`config.mk`:
```
export PLATFORM = sky130hd
export DESIGN_NAME = svm_classifier_sdiv_26s_15s_13_seq
export DESIGN_NICKNAME = d
export VERILOG_FILES = /design/src/rtl/svm_classifier_sdiv_26s_15s_13_seq.sv
export SDC_FILE = /design/constraint.sdc
export NUM_CORES = 1
export LEC_CHECK = 0
export ABC_AREA = 0
export CORE_MARGIN = 4
export CORE_UTILIZATION = 51
export DETAILED_ROUTE_END_ITERATION = 10
export PLACE_DENSITY_LB_ADDON = 0.2
export SETUP_SLACK_MARGIN = 0.3
export SLEW_MARGIN = 15
export SYNTH_ARGS = -nofsm -noshare
export SYNTH_HDL_FRONTEND = slang
export SYNTH_SLANG_ARGS = --single-unit
```
`constraint.sdc`:
```
create_clock -name ap_clk -period 2.4 [get_ports ap_clk]
set_input_delay 0.6 -clock ap_clk [delete_from_list [all_inputs] [get_ports ap_clk]]
set_output_delay 0.6 -clock ap_clk [all_outputs]
set_load 0.01 [all_outputs]
```
`src/rtl/svm_classifier_sdiv_26s_15s_13_seq.sv`:
```
// Sequential radix-2 restoring signed divider with saturated quotient.
// Dividend and divisor are converted to magnitudes. Signs and saturation are applied in one fix-up cycle.
module svm_classifier_sdiv_26s_15s_13_seq #(
  parameter int DIVIDEND_WIDTH = 26,
  parameter int DIVISOR_WIDTH  = 15,
  parameter int QUOTIENT_WIDTH = 13
) (
  input  logic                      ap_clk,
  input  logic                      ap_rst_n,
  input  logic                      din_valid,
  output logic                      din_ready,
  input  logic [DIVIDEND_WIDTH-1:0] dividend,
  input  logic [DIVISOR_WIDTH-1:0]  divisor,
  output logic                      dout_valid,
  input  logic                      dout_ready,
  output logic [QUOTIENT_WIDTH-1:0] quotient,
  output logic [DIVISOR_WIDTH-1:0]  remainder,
  output logic                      ovf,
  output logic                      dz
);

  localparam int N  = DIVIDEND_WIDTH;
  localparam int M  = DIVISOR_WIDTH;
  localparam int Q  = QUOTIENT_WIDTH;
  localparam int CW = $clog2(N);

  localparam logic [Q-1:0] QMAX    = {1'b0, {(Q-1){1'b1}}};
  localparam logic [Q-1:0] QMIN    = {1'b1, {(Q-1){1'b0}}};
  localparam logic [N-1:0] POS_LIM = N'(QMAX);
  localparam logic [N-1:0] NEG_LIM = N'(QMIN);

  typedef enum logic [1:0] {S_IDLE, S_ITER, S_FIX, S_OUT} state_t;

  state_t        state_q, state_d;
  logic [CW-1:0] cnt_q, cnt_d;
  logic [N-1:0]  dvd_q, dvd_d;
  logic [M-1:0]  dvs_q, dvs_d;
  logic [M:0]    rem_q, rem_d;
  logic          sd_q, sd_d, sv_q, sv_d, dzi_q, dzi_d, rdy_q, rdy_d;
  logic [Q-1:0]  quot_q, quot_d;
  logic [M-1:0]  remo_q, remo_d;
  logic          ovf_q, ovf_d, dzo_q, dzo_d;

  logic [M+1:0]  rem_sh, dvs_ext;
  logic          ge, neg;

  always_comb begin
    state_d = state_q;
    cnt_d   = cnt_q;
    dvd_d   = dvd_q;
    dvs_d   = dvs_q;
    rem_d   = rem_q;
    sd_d    = sd_q;
    sv_d    = sv_q;
    dzi_d   = dzi_q;
    quot_d  = quot_q;
    remo_d  = remo_q;
    ovf_d   = ovf_q;
    dzo_d   = dzo_q;

    rem_sh  = {rem_q, dvd_q[N-1]};
    dvs_ext = {2'b00, dvs_q};
    ge      = (rem_sh >= dvs_ext);
    neg     = sd_q ^ sv_q;

    case (state_q)
      S_IDLE: begin
        if (din_valid && rdy_q) begin
          dvd_d   = dividend[N-1] ? ('0 - dividend) : dividend;
          dvs_d   = divisor[M-1]  ? ('0 - divisor)  : divisor;
          sd_d    = dividend[N-1];
          sv_d    = divisor[M-1];
          dzi_d   = (divisor == '0);
          rem_d   = '0;
          cnt_d   = '0;
          state_d = S_ITER;
        end
      end
      S_ITER: begin
        // dvd_q doubles as the quotient shift register: dividend bits leave at the top, quotient bits enter at the bottom.
        rem_d = ge ? (M+1)'(rem_sh - dvs_ext) : rem_sh[M:0];
        dvd_d = {dvd_q[N-2:0], ge};
        cnt_d = cnt_q + CW'(1);
        if (cnt_q == CW'(N-1)) state_d = S_FIX;
      end
      S_FIX: begin
        state_d = S_OUT;
        if (dzi_q) begin
          quot_d = sd_q ? QMIN : QMAX;
          remo_d = '0;
          ovf_d  = 1'b1;
          dzo_d  = 1'b1;
        end else begin
          remo_d = sd_q ? ('0 - rem_q[M-1:0]) : rem_q[M-1:0];
          dzo_d  = 1'b0;
          if (!neg && dvd_q > POS_LIM) begin
            quot_d = QMAX;
            ovf_d  = 1'b1;
          end else if (neg && dvd_q > NEG_LIM) begin
            quot_d = QMIN;
            ovf_d  = 1'b1;
          end else begin
            quot_d = neg ? ('0 - dvd_q[Q-1:0]) : dvd_q[Q-1:0];
            ovf_d  = 1'b0;
          end
        end
      end
      S_OUT: begin
        if (dout_ready) state_d = S_IDLE;
      end
      default: state_d = S_IDLE;
    endcase

    rdy_d = (state_d == S_IDLE);
  end

  always_ff @(posedge ap_clk or negedge ap_rst_n) begin
    if (!ap_rst_n) begin
      state_q <= S_IDLE;
      cnt_q   <= '0;
      dvd_q   <= '0;
      dvs_q   <= '0;
      rem_q   <= '0;
      sd_q    <= 1'b0;
      sv_q    <= 1'b0;
      dzi_q   <= 1'b0;
      rdy_q   <= 1'b0;
      quot_q  <= '0;
      remo_q  <= '0;
      ovf_q   <= 1'b0;
      dzo_q   <= 1'b0;
    end else begin
      state_q <= state_d;
      cnt_q   <= cnt_d;
      dvd_q   <= dvd_d;
      dvs_q   <= dvs_d;
      rem_q   <= rem_d;
      sd_q    <= sd_d;
      sv_q    <= sv_d;
      dzi_q   <= dzi_d;
      rdy_q   <= rdy_d;
      quot_q  <= quot_d;
      remo_q  <= remo_d;
      ovf_q   <= ovf_d;
      dzo_q   <= dzo_d;
    end
  end

  assign din_ready  = rdy_q;
  assign dout_valid = (state_q == S_OUT);
  assign quotient   = quot_q;
  assign remainder  = remo_q;
  assign ovf        = ovf_q;
  assign dz         = dzo_q;

endmodule

```
==> results of run 1 <==
-- placed cells by master (no fill, tap or decap), types with 11 or more instances in the layout --
cell type / count
nand4_1: 13
buf_4: 101
o31ai_1: 15
nand3_1: 28
o211ai_1: 15
buf_6: 11
nand2_1: 89
xor2_1: 45
a21oi_1: 24
mux2i_1: 12
nor3_1: 12
clkdlybuf4s50_1: 58
nor2_1: 40
xnor2_1: 17
inv_1: 25
o21ai_0: 73
a22oi_1: 18
o21ai_1: 11
dfrtp_1: 93
-- area by class of cell --
class	instances	area (um^2)
clock inverter	5	61.3
timing repair buffer	188	1640
clock buffer	11	253
tap	168	210
fill	926	3250
sequential	98	2460
multi-input combinational	581	4230
inverter	30	113
-- power groups by stage --
stage | sequential, mW | clock [mW] | combinational [mW]
after floorplan | 3.07 | 0 | 4.75
after global placement | 3.08 | 0 | 7.08
after detailed placement | 3.13 | 0 | 7.31
after CTS | 3.14 | 1.55 | 8.08
after global routing | 3.27 | 1.62 | 9.70
final | 3.18 | 1.55 | 8.93
-- layer usage --
metal	vias up	share of wire	global-route usage
met5	-	0	0
met4	0	0.026	0.0907
met3	47	0.055	0.0309
met2	242	0.49	0.421
met1	3074	0.43	0.341
li1	3044	-	-
-- logic make-up after synthesis --
logic type	count (synthesis)	synth area share
flops	98	0.380
compound gates	229	0.234
mux	13	0.0204
xor+xnor	62	0.0842
buf+inv	71	0.0434
simple gates	255	0.194
fa+ha+maj	22	0.0438
-- worst reg2reg max path, stage by stage (launching register included) --
cell and delay, ps:
dfrtp_1 380, inv_1 70, ha_2 180, inv_2 40, fa_2 350, buf_6 130, buf_6 110, a21oi_4 160
o211ai_1 210, buf_4 200, or3_4 330, o2111ai_2 90, nand3_1 100
-- per-stage QoR --
stage / worst slack [ps] / cells / power, mW / cell area (um^2) / hold WS [ps]
after detailed placement: -423 / 1035 / 10.4 / 7960 / 474
final: -47.6 / 1081 / 13.7 / 8960 / 158
after CTS: 6.75 / 1067 / 12.8 / 8620 / 162
after floorplan: 183 / 750 / 7.82 / 6520 / 304
after global routing: -93.8 / 1081 / 14.6 / 8960 / 180
after global placement: -316 / 1035 / 10.2 / 7960 / 461
-- sequential cells by signal (all words and copies together) (netlist names), 2 cells and up --
| register | cells |
|---|---|
| cnt_q | 5 |
| rem_q | 16 |
| state_q | 2 |
| dvd_q | 26 |
| dvs_q | 15 |
| remainder | 15 |
| quotient | 13 |
-- timing repair --
item | 4_1_cts | 5_1_grt
cloned | 0 | 1
gates resized for setup | 91 | 60
setup endpoints to repair | 49 | 47
pin swaps | 40 | 37
buffers inserted | 16 | 13
-- path summary, 6_finish.rpt --
path / slack [ps] / depth (start not counted) / to
max: -50 / 12 / rem_q[6]
min: 160 / 1 / quotient[11]
max reg2reg: -50 / 12 / rem_q[6]
min reg2reg: 480 / 2 / dvs_q[13]
max in group asynchronous: 1690 / 2 / state_q[0]
min in group ap_clk: 480 / 2 / dvs_q[13]
==> out/metrics.cfg, run 1 <==
[synthesis]
synth_edf_count=0
synthTopCellsByCount=dfrtp_1, nand2_1, o21ai_0
synth_top_cell_by_area=dfrtp_1
async_flop_share=1.00
synth_cells=750
ys_ff_latch=98
synth-seq-area-share=0.380
syn_area_mm2=0.00645
ys.flop_type=dfrtp_1
synth_cell_types=64
avgSynthCellArea_um2=8.60
synth_top_area_frac=0.380
synth_area_leaders=dfrtp_1, o21ai_0, xor2_1
yosysMostFrequentCell=dfrtp_1
syn-num-nets=817
yosysWarnings=0

[floorplanning]
dieArea_mm2=0.0145
num_io_pins=77
start_util=0.528
core-area_mm2=0.0122
dieHeight_um=120
std_cell_rows=40
die_w_um=120

[timing]
relSlewSlack=0.368
rsz0062_at_grt=true
setup_violations=2
tns_ps=-72.1
finClkSkew_ps=9.10
finalMaxSlewViolations=0
min_period_over_period=1.02
worst_slew_pin_slew_ps=941
final_hold_viol_count=0
fin_ws_ps=-47.6
period_needed_ps=2450
fmax_ghz=0.409

[global_routing]
grt_pass1_wl_mm=30.0
antenna_found_initial=0
gr-total-overflow=0
first_global_vias=6166
grt.total_usage=0.253
grt_max_degree=48

[power_and_ir_drop]
p_sw_mw=6.18
power.density_cell_area_mw_per_mm2=1520
p_leak_nw=3.81
switching_share=0.453
ir_worst_vdd_mv=1.13
clkPwrFrac=0.113
power_frac_seq=0.233
combPwrFrac=0.654
intPower_mw=7.47

[critical_path]
crit_arrival_ps=2690
crit_buf_inv=5
startpoint=dvd_q[25]
critPathMostFrequentCell=buf_6
crit_family=buffers and inverters
cp_max_fo=2
required_ps=2640
r2r_start=dvd_q[25]
start_kind=flop
cpPeakStageDelay_ps=380
slowest_stage=dfrtp_1
criticalPathCategory=flop to flop
worstPathCellList=inv_1, ha_2, inv_2, fa_2, buf_6, buf_6, a21oi_4, o211ai_1, buf_4, or3_4, o2111ai_2, nand3_1
endpoint_kind=flop

[placed_design]
routabilityCongestion=0.908
dp_hpwl_mm=12.9
portBuffers=76

[clocking]
cts_buffer_depth=2
clock_latency_ps=360
cts_made_buffers=9
htreeDepth=3
hold_buffers=0
clockRootBuffer=clkbuf_16
clkSinkCount=98
cts_tree=done
path_clk_slew_ps=70

[layout]
diodes=0
syn2layout_area_growth_pct=38.9
fin_nets=975
drive_gt1_frac=0.251
final_core_utilization=0.734

[routing]
vias=6407
wl_mm=18.8
drt_iter0_drc=596
ant_nets=0
drc=0
avgRoutedWirePerCell_um=17.4
post_drt_via_cell_ratio=5.93
dr.pass1.iters=6

[status]
outcome=finished, violations left
violations=negative setup slack

[min_path]
min_path_type=input port to async pin

[flow_run]
maxCapViolations=0

No activity file was read; power rests on OpenSTA's default activity.
==> run 2, diff against run 1 <==
--- a/config.mk
+++ b/config.mk
@@ -11,6 +11,7 @@
 export DETAILED_ROUTE_END_ITERATION = 10
 export PLACE_DENSITY_LB_ADDON = 0.2
 export SETUP_SLACK_MARGIN = 0.3
+export SKIP_CTS_REPAIR_TIMING = 1
 export SLEW_MARGIN = 15
 export SYNTH_ARGS = -nofsm -noshare
 export SYNTH_HDL_FRONTEND = slang
==> run 2 against run 1 <==
  * The run still ends with negative setup slack left
  * Critical endpoint is now rem_q[8]
  * Clock skew fell by 2.9 ps
  * Combinational power grew 1%
  * Hold slack better by 1.2 ps
  * Setup slack lost 95 ps
  * Sequential cell count is the same
  * Cell area up 0.78%
==> out/metrics.cfg, run 2 (same netlist as run 1, synthesis figures left out) <==
[timing]
finClkSkew_ps=6.25  ; -2.85 ps
setup_violations=3  ; +1
worst_slew_pin_slew_ps=942  ; +0.780 ps
rsz0062_at_grt=true
min_period_over_period=1.06  ; +0.0396
fmax_ghz=0.393  ; -3.7%
period_needed_ps=2540  ; +95.1 ps
finalMaxSlewViolations=0  ; unchanged
fin_ws_ps=-143  ; -95.1 ps
final_hold_viol_count=0  ; unchanged
relSlewSlack=0.367  ; -0.000524

[clocking]
cts_made_buffers=9  ; unchanged
path_clk_slew_ps=70  ; about the same
htreeDepth=3  ; unchanged
clockRootBuffer=clkbuf_16
clkSinkCount=98  ; unchanged
clock_latency_ps=360  ; about the same
cts_buffer_depth=2  ; unchanged
cts_tree=done

[routing]
post_drt_via_cell_ratio=6.04  ; +1.9%
drc=0  ; unchanged
drt_iter0_drc=707  ; +19%
avgRoutedWirePerCell_um=17.6  ; +1.1%
vias=6534  ; +2.0%
dr.pass1.iters=6  ; unchanged
ant_nets=0  ; unchanged
wl_mm=19.0  ; +1.2%

[power_and_ir_drop]
ir_worst_vdd_mv=1.14  ; +0.61%
p_total_mw=13.8  ; +0.81%
p_leak_nw=3.90  ; +2.4%
power.density_cell_area_mw_per_mm2=1520  ; about the same

[critical_path]
rrSetupSlack_ps=-140  ; -100 ps
cpPeakStageDelay_ps=390  ; about the same
worstPathCellList=inv_1, ha_2, inv_1, fa_2, buf_4, buf_6, a21oi_4, o211ai_1, o41ai_2, xnor2_1, o211ai_1, nand3_1
start_kind=flop
slowest_stage=dfrtp_1
endpoint_kind=flop
crit_arrival_ps=2840  ; +150 ps
required_ps=2690  ; +50 ps
cp_max_fo=2  ; unchanged
criticalPathCategory=flop to flop

[global_routing]
grt_max_degree=48  ; unchanged
gr-total-overflow=0  ; unchanged
antenna_found_initial=0  ; unchanged
grt.total_usage=0.237  ; -0.0165
grt_pass1_wl_mm=28.1  ; -6.4%
first_global_vias=5821  ; -5.6%

[placed_design]
routabilityCongestion=0.908  ; unchanged
portBuffers=76  ; unchanged
dp_hpwl_mm=12.9  ; unchanged
placed_area_mm2=0.00796  ; unchanged
place_inst=1035  ; unchanged

[layout]
largest_reg_flops=26  ; unchanged
diodes=0  ; unchanged
fin_area_mm2=0.00903  ; +0.78%
syn2layout_area_growth_pct=40.0
top_register=dvd_q
fin_nets=976  ; +0.10%
stdcell_count=1082  ; +0.093%
mostFrequentLayoutCells=buf_4, dfrtp_1, nand2_1
largestRegisters=dvd_q: 26 flops, rem_q: 16 flops
final_common_cell=buf_4
drive_gt1_frac=0.251  ; -0.000274

[min_path]
min_path_type=input port to async pin

[floorplanning]
dieHeight_um=120  ; unchanged
start_util=0.528  ; unchanged
dieArea_mm2=0.0145  ; unchanged
core-area_mm2=0.0122  ; unchanged
die_w_um=120  ; unchanged
num_io_pins=77  ; unchanged
std_cell_rows=40  ; unchanged

[status]
violations=negative setup slack
outcome=finished, violations left

[flow_run]
maxCapViolations=0  ; unchanged

-- run 2: area by class of cell --
cell class	count	area, um^2
clock buffer	11	253
fill	909	3180
clock inverter	5	61.3
tap	168	210
inverter	30	113
multi-input combinational	582	4270
sequential	98	2460
timing repair buffer	188	1660
-- run 2: metal layers --
metal	vias to the layer above	global-route usage	routed length [um]
li1	3063	-	-
met5	-	0	0
met1	3143	0.327	8110
met4	0	0.0772	380
met2	289	0.385	9320
met3	39	0.0327	1200
-- run 2: critical path, delay by kind of cell, from the launching register on --
family | cells | cell delay (ps)
adders and majority gates | 2 | 530
AOI/OAI and AO/OA | 4 | 840
xor gates and xnor gates | 1 | 230
DFF | 1 | 390
buffers and inverters | 4 | 380
and+or+nand+nor | 1 | 110
-- run 2: worst paths after layout --
kind | endpoint | depth (start not counted) | start
max | rem_q[8] | 12 | dvd_q[25]
min | dvd_q[6] | 1 | ap_rst_n
max reg2reg | rem_q[8] | 12 | dvd_q[25]
min reg2reg | dvs_q[13] | 2 | dvs_q[13]
max in group asynchronous | state_q[0] | 2 | ap_rst_n
min in group ap_clk | dvs_q[13] | 2 | dvs_q[13]
-- run 2: metrics by stage --
| step | worst slack, ps | hold WS (ps) | util | setup TNS [ps] |
|---|---|---|---|---|
| 2_1_floorplan | 183 | 304 | - | 0 |
| 3_3_place_gp | -316 | 461 | 0.652 | -3900 |
| 3_5_place_dp | -423 | 474 | 0.652 | -4860 |
| 4_1_cts | -271 | 162 | 0.677 | -318 |
| 5_1_grt | -234 | 182 | 0.740 | -487 |
| 6_report | -143 | 159 | 0.740 | -176 |
-- run 2: power breakdown --
part | internal [mW] | switching (mW) | total (mW)
clock network | 0.870 | 0.679 | 1.55
logic | 4.19 | 4.86 | 9.05
registers | 2.44 | 0.727 | 3.17
total | 7.50 | 6.27 | 13.8
==> run 3, diff against run 2 <==
--- a/config.mk
+++ b/config.mk
@@ -6,7 +6,7 @@
 export NUM_CORES = 1
 export LEC_CHECK = 0
 export ABC_AREA = 0
-export CORE_MARGIN = 4
+export CORE_MARGIN = 1
 export CORE_UTILIZATION = 51
 export DETAILED_ROUTE_END_ITERATION = 10
 export PLACE_DENSITY_LB_ADDON = 0.2
==> run 3 against run 2 <==
  * The run now ends clean
  * Largest cell class unchanged
  * Utilization down 0.41 points
  * First-iteration DRC count decreased by 33%
  * Clock power decreased by 14%
  * Sequential power about the same
  * Clock skew grew 1.5 ps
  * Register-to-register slack gained 150 ps
  * Setup slack gained 150 ps
==> out/metrics.cfg, run 3 (same netlist as run 1, synthesis figures left out) <==
[status]
outcome=finished, final reports clean

[layout]
regArea_mm2=0.00246  ; about the same
multiInputGateArea_mm2=0.00432  ; +1.1%
syn2layout_area_growth_pct=38.7
top_register=dvd_q
largestRegisters=dvd_q: 26 flops, rem_q: 16 flops
mostFrequentLayoutCells=dfrtp_1, nand2_1, buf_4
fin_area_mm2=0.00895  ; -0.96%
fill_cells=871  ; -4.2%
final_common_cell=dfrtp_1
largest_reg_flops=26  ; unchanged
drive_gt1_frac=0.244  ; -0.00694
stdcell_count=1067  ; -1.4%
fin_nets=962  ; -1.4%
diodes=0  ; unchanged

[clocking]
clock_latency_ps=350  ; about the same
clockRootBuffer=clkbuf_16
htreeDepth=3  ; unchanged
cts_made_buffers=9  ; unchanged
clkSinkCount=98  ; unchanged
cts_buffer_depth=2  ; unchanged
cts_tree=done
path_clk_slew_ps=70  ; about the same

[power_and_ir_drop]
intPower_mw=7.33  ; -2.3%
clkPwrFrac=0.098  ; -0.014
p_sw_mw=6.22  ; -0.72%
ir_worst_vdd_mv=1.16  ; +1.5%
combPwrFrac=0.668  ; +0.011
switching_share=0.459  ; +0.00403
power_frac_seq=0.235  ; +0.005
p_leak_nw=3.79  ; -2.8%
power.density_cell_area_mw_per_mm2=1510  ; -0.64%

[global_routing]
grt.total_usage=0.269  ; +0.0322
antenna_found_initial=0  ; unchanged
first_global_vias=5826  ; +0.086%
grt_max_degree=62  ; +29%
grt_pass1_wl_mm=27.8  ; -1.1%
gr-total-overflow=0  ; unchanged

[critical_path]
endpoint_kind=flop
required_ps=2630  ; -60 ps
cp_max_fo=2  ; unchanged
crit_arrival_ps=2620  ; -220 ps
worstRegToRegCells=10  ; -2
slowest_stage=dfrtp_1
worstPathCellList=inv_1, ha_2, inv_2, fa_2, a211oi_2, o21ai_2, a22oi_1, mux2i_1, a2111oi_2, o21ai_0
criticalPathCategory=flop to flop
cpPeakStageDelay_ps=390  ; about the same
start_kind=flop

[floorplanning]
dieArea_mm2=0.0131  ; -9.7%
num_io_pins=77  ; unchanged
die_w_um=114  ; -5.0%
std_cell_rows=40  ; unchanged
dieHeight_um=114  ; -5.0%
start_util=0.531  ; +0.00217
core-area_mm2=0.0122  ; -0.41%

[timing]
finalMaxSlewViolations=0  ; unchanged
finClkSkew_ps=7.72  ; +1.47 ps
period_needed_ps=2390  ; -153 ps
setup_violations=0  ; -3
rsz0062_at_grt=true
relSlewSlack=0.464  ; +0.0970
min_period_over_period=0.996  ; -0.0637
fmax_ghz=0.418  ; +6.4%
worst_slew_pin_slew_ps=803  ; -139 ps
final_hold_viol_count=0  ; unchanged

[placed_design]
portBuffers=76  ; unchanged
routabilityCongestion=0.917  ; +0.99%
place_inst=1026  ; -0.87%
placed_area_mm2=0.00790  ; -0.69%
dp_hpwl_mm=12.7  ; -1.9%

[min_path]
min_path_type=input port to async pin

[routing]
drt_iter0_drc=476  ; -33%
drc=0  ; unchanged
post_drt_via_cell_ratio=6.13  ; +1.5%
vias=6538  ; +0.061%
avgRoutedWirePerCell_um=17.8  ; +1.1%
ant_nets=0  ; unchanged
dr.pass1.iters=7  ; +1
wl_mm=19.0  ; -0.34%

[flow_run]
maxCapViolations=0  ; unchanged

[run 3: final cells by class]
type                            instances  share of cell area
Inverter                               30              0.0126
Tap cell                              168              0.0235
Multi-Input combinational cell        582               0.483
Sequential cell                        98               0.275
Clock buffer                           13              0.0268
Clock inverter                          2             0.00168
Timing Repair Buffer                  174               0.177
[run 3: worst paths after layout]
kind,startpoint,end,slack [ps]
max,dvd_q[25],rem_q[14],10
max reg2reg,dvd_q[25],rem_q[14],10
max in group asynchronous,ap_rst_n,rem_q[0],1490
min reg2reg,dvs_q[10],dvs_q[10],480
min in group ap_clk,dvs_q[10],dvs_q[10],480
min,ap_rst_n,dvd_q[9],220
[run 3: power groups by stage]
stage	combinational [mW]	sequential (mW)	clock, mW
after detailed placement	7.20	3.12	0
after CTS	7.25	3.10	1.33
after floorplan	4.75	3.07	0
after global routing	9.80	3.27	1.40
final	9.05	3.18	1.33
after global placement	6.95	3.07	0
[run 3: routing by layer]
layer  global-route usage  up-vias  routed length (um)
li1                     -     3022                   -
met1                0.348     3182                7770
met2                0.460      279                9460
met3               0.0323       55                1140
met4                0.104        0                 588
met5                    0        -                   0
[run 3: stage by stage]
stage	power, mW	util	hold slack [ps]	setup WS, ps	TNS, ps
CTS	11.7	0.671	225	-94.3	-110
global placement	10.0	0.650	463	-313	-3370
detailed placement	10.3	0.650	474	-380	-4580
floorplan	7.82	-	304	183	0
global route	14.5	0.736	258	-132	-197
finish	13.5	0.736	215	10.3	0
[run 3: critical path, delay by kind of cell (launching register included)]
kind | cells | cell delay (ps)
adders and majority gates | 2 | 540
muxes | 1 | 130
AOI/OAI and AO/OA | 5 | 1110
buffers and inverters | 2 | 100
DFF | 1 | 390
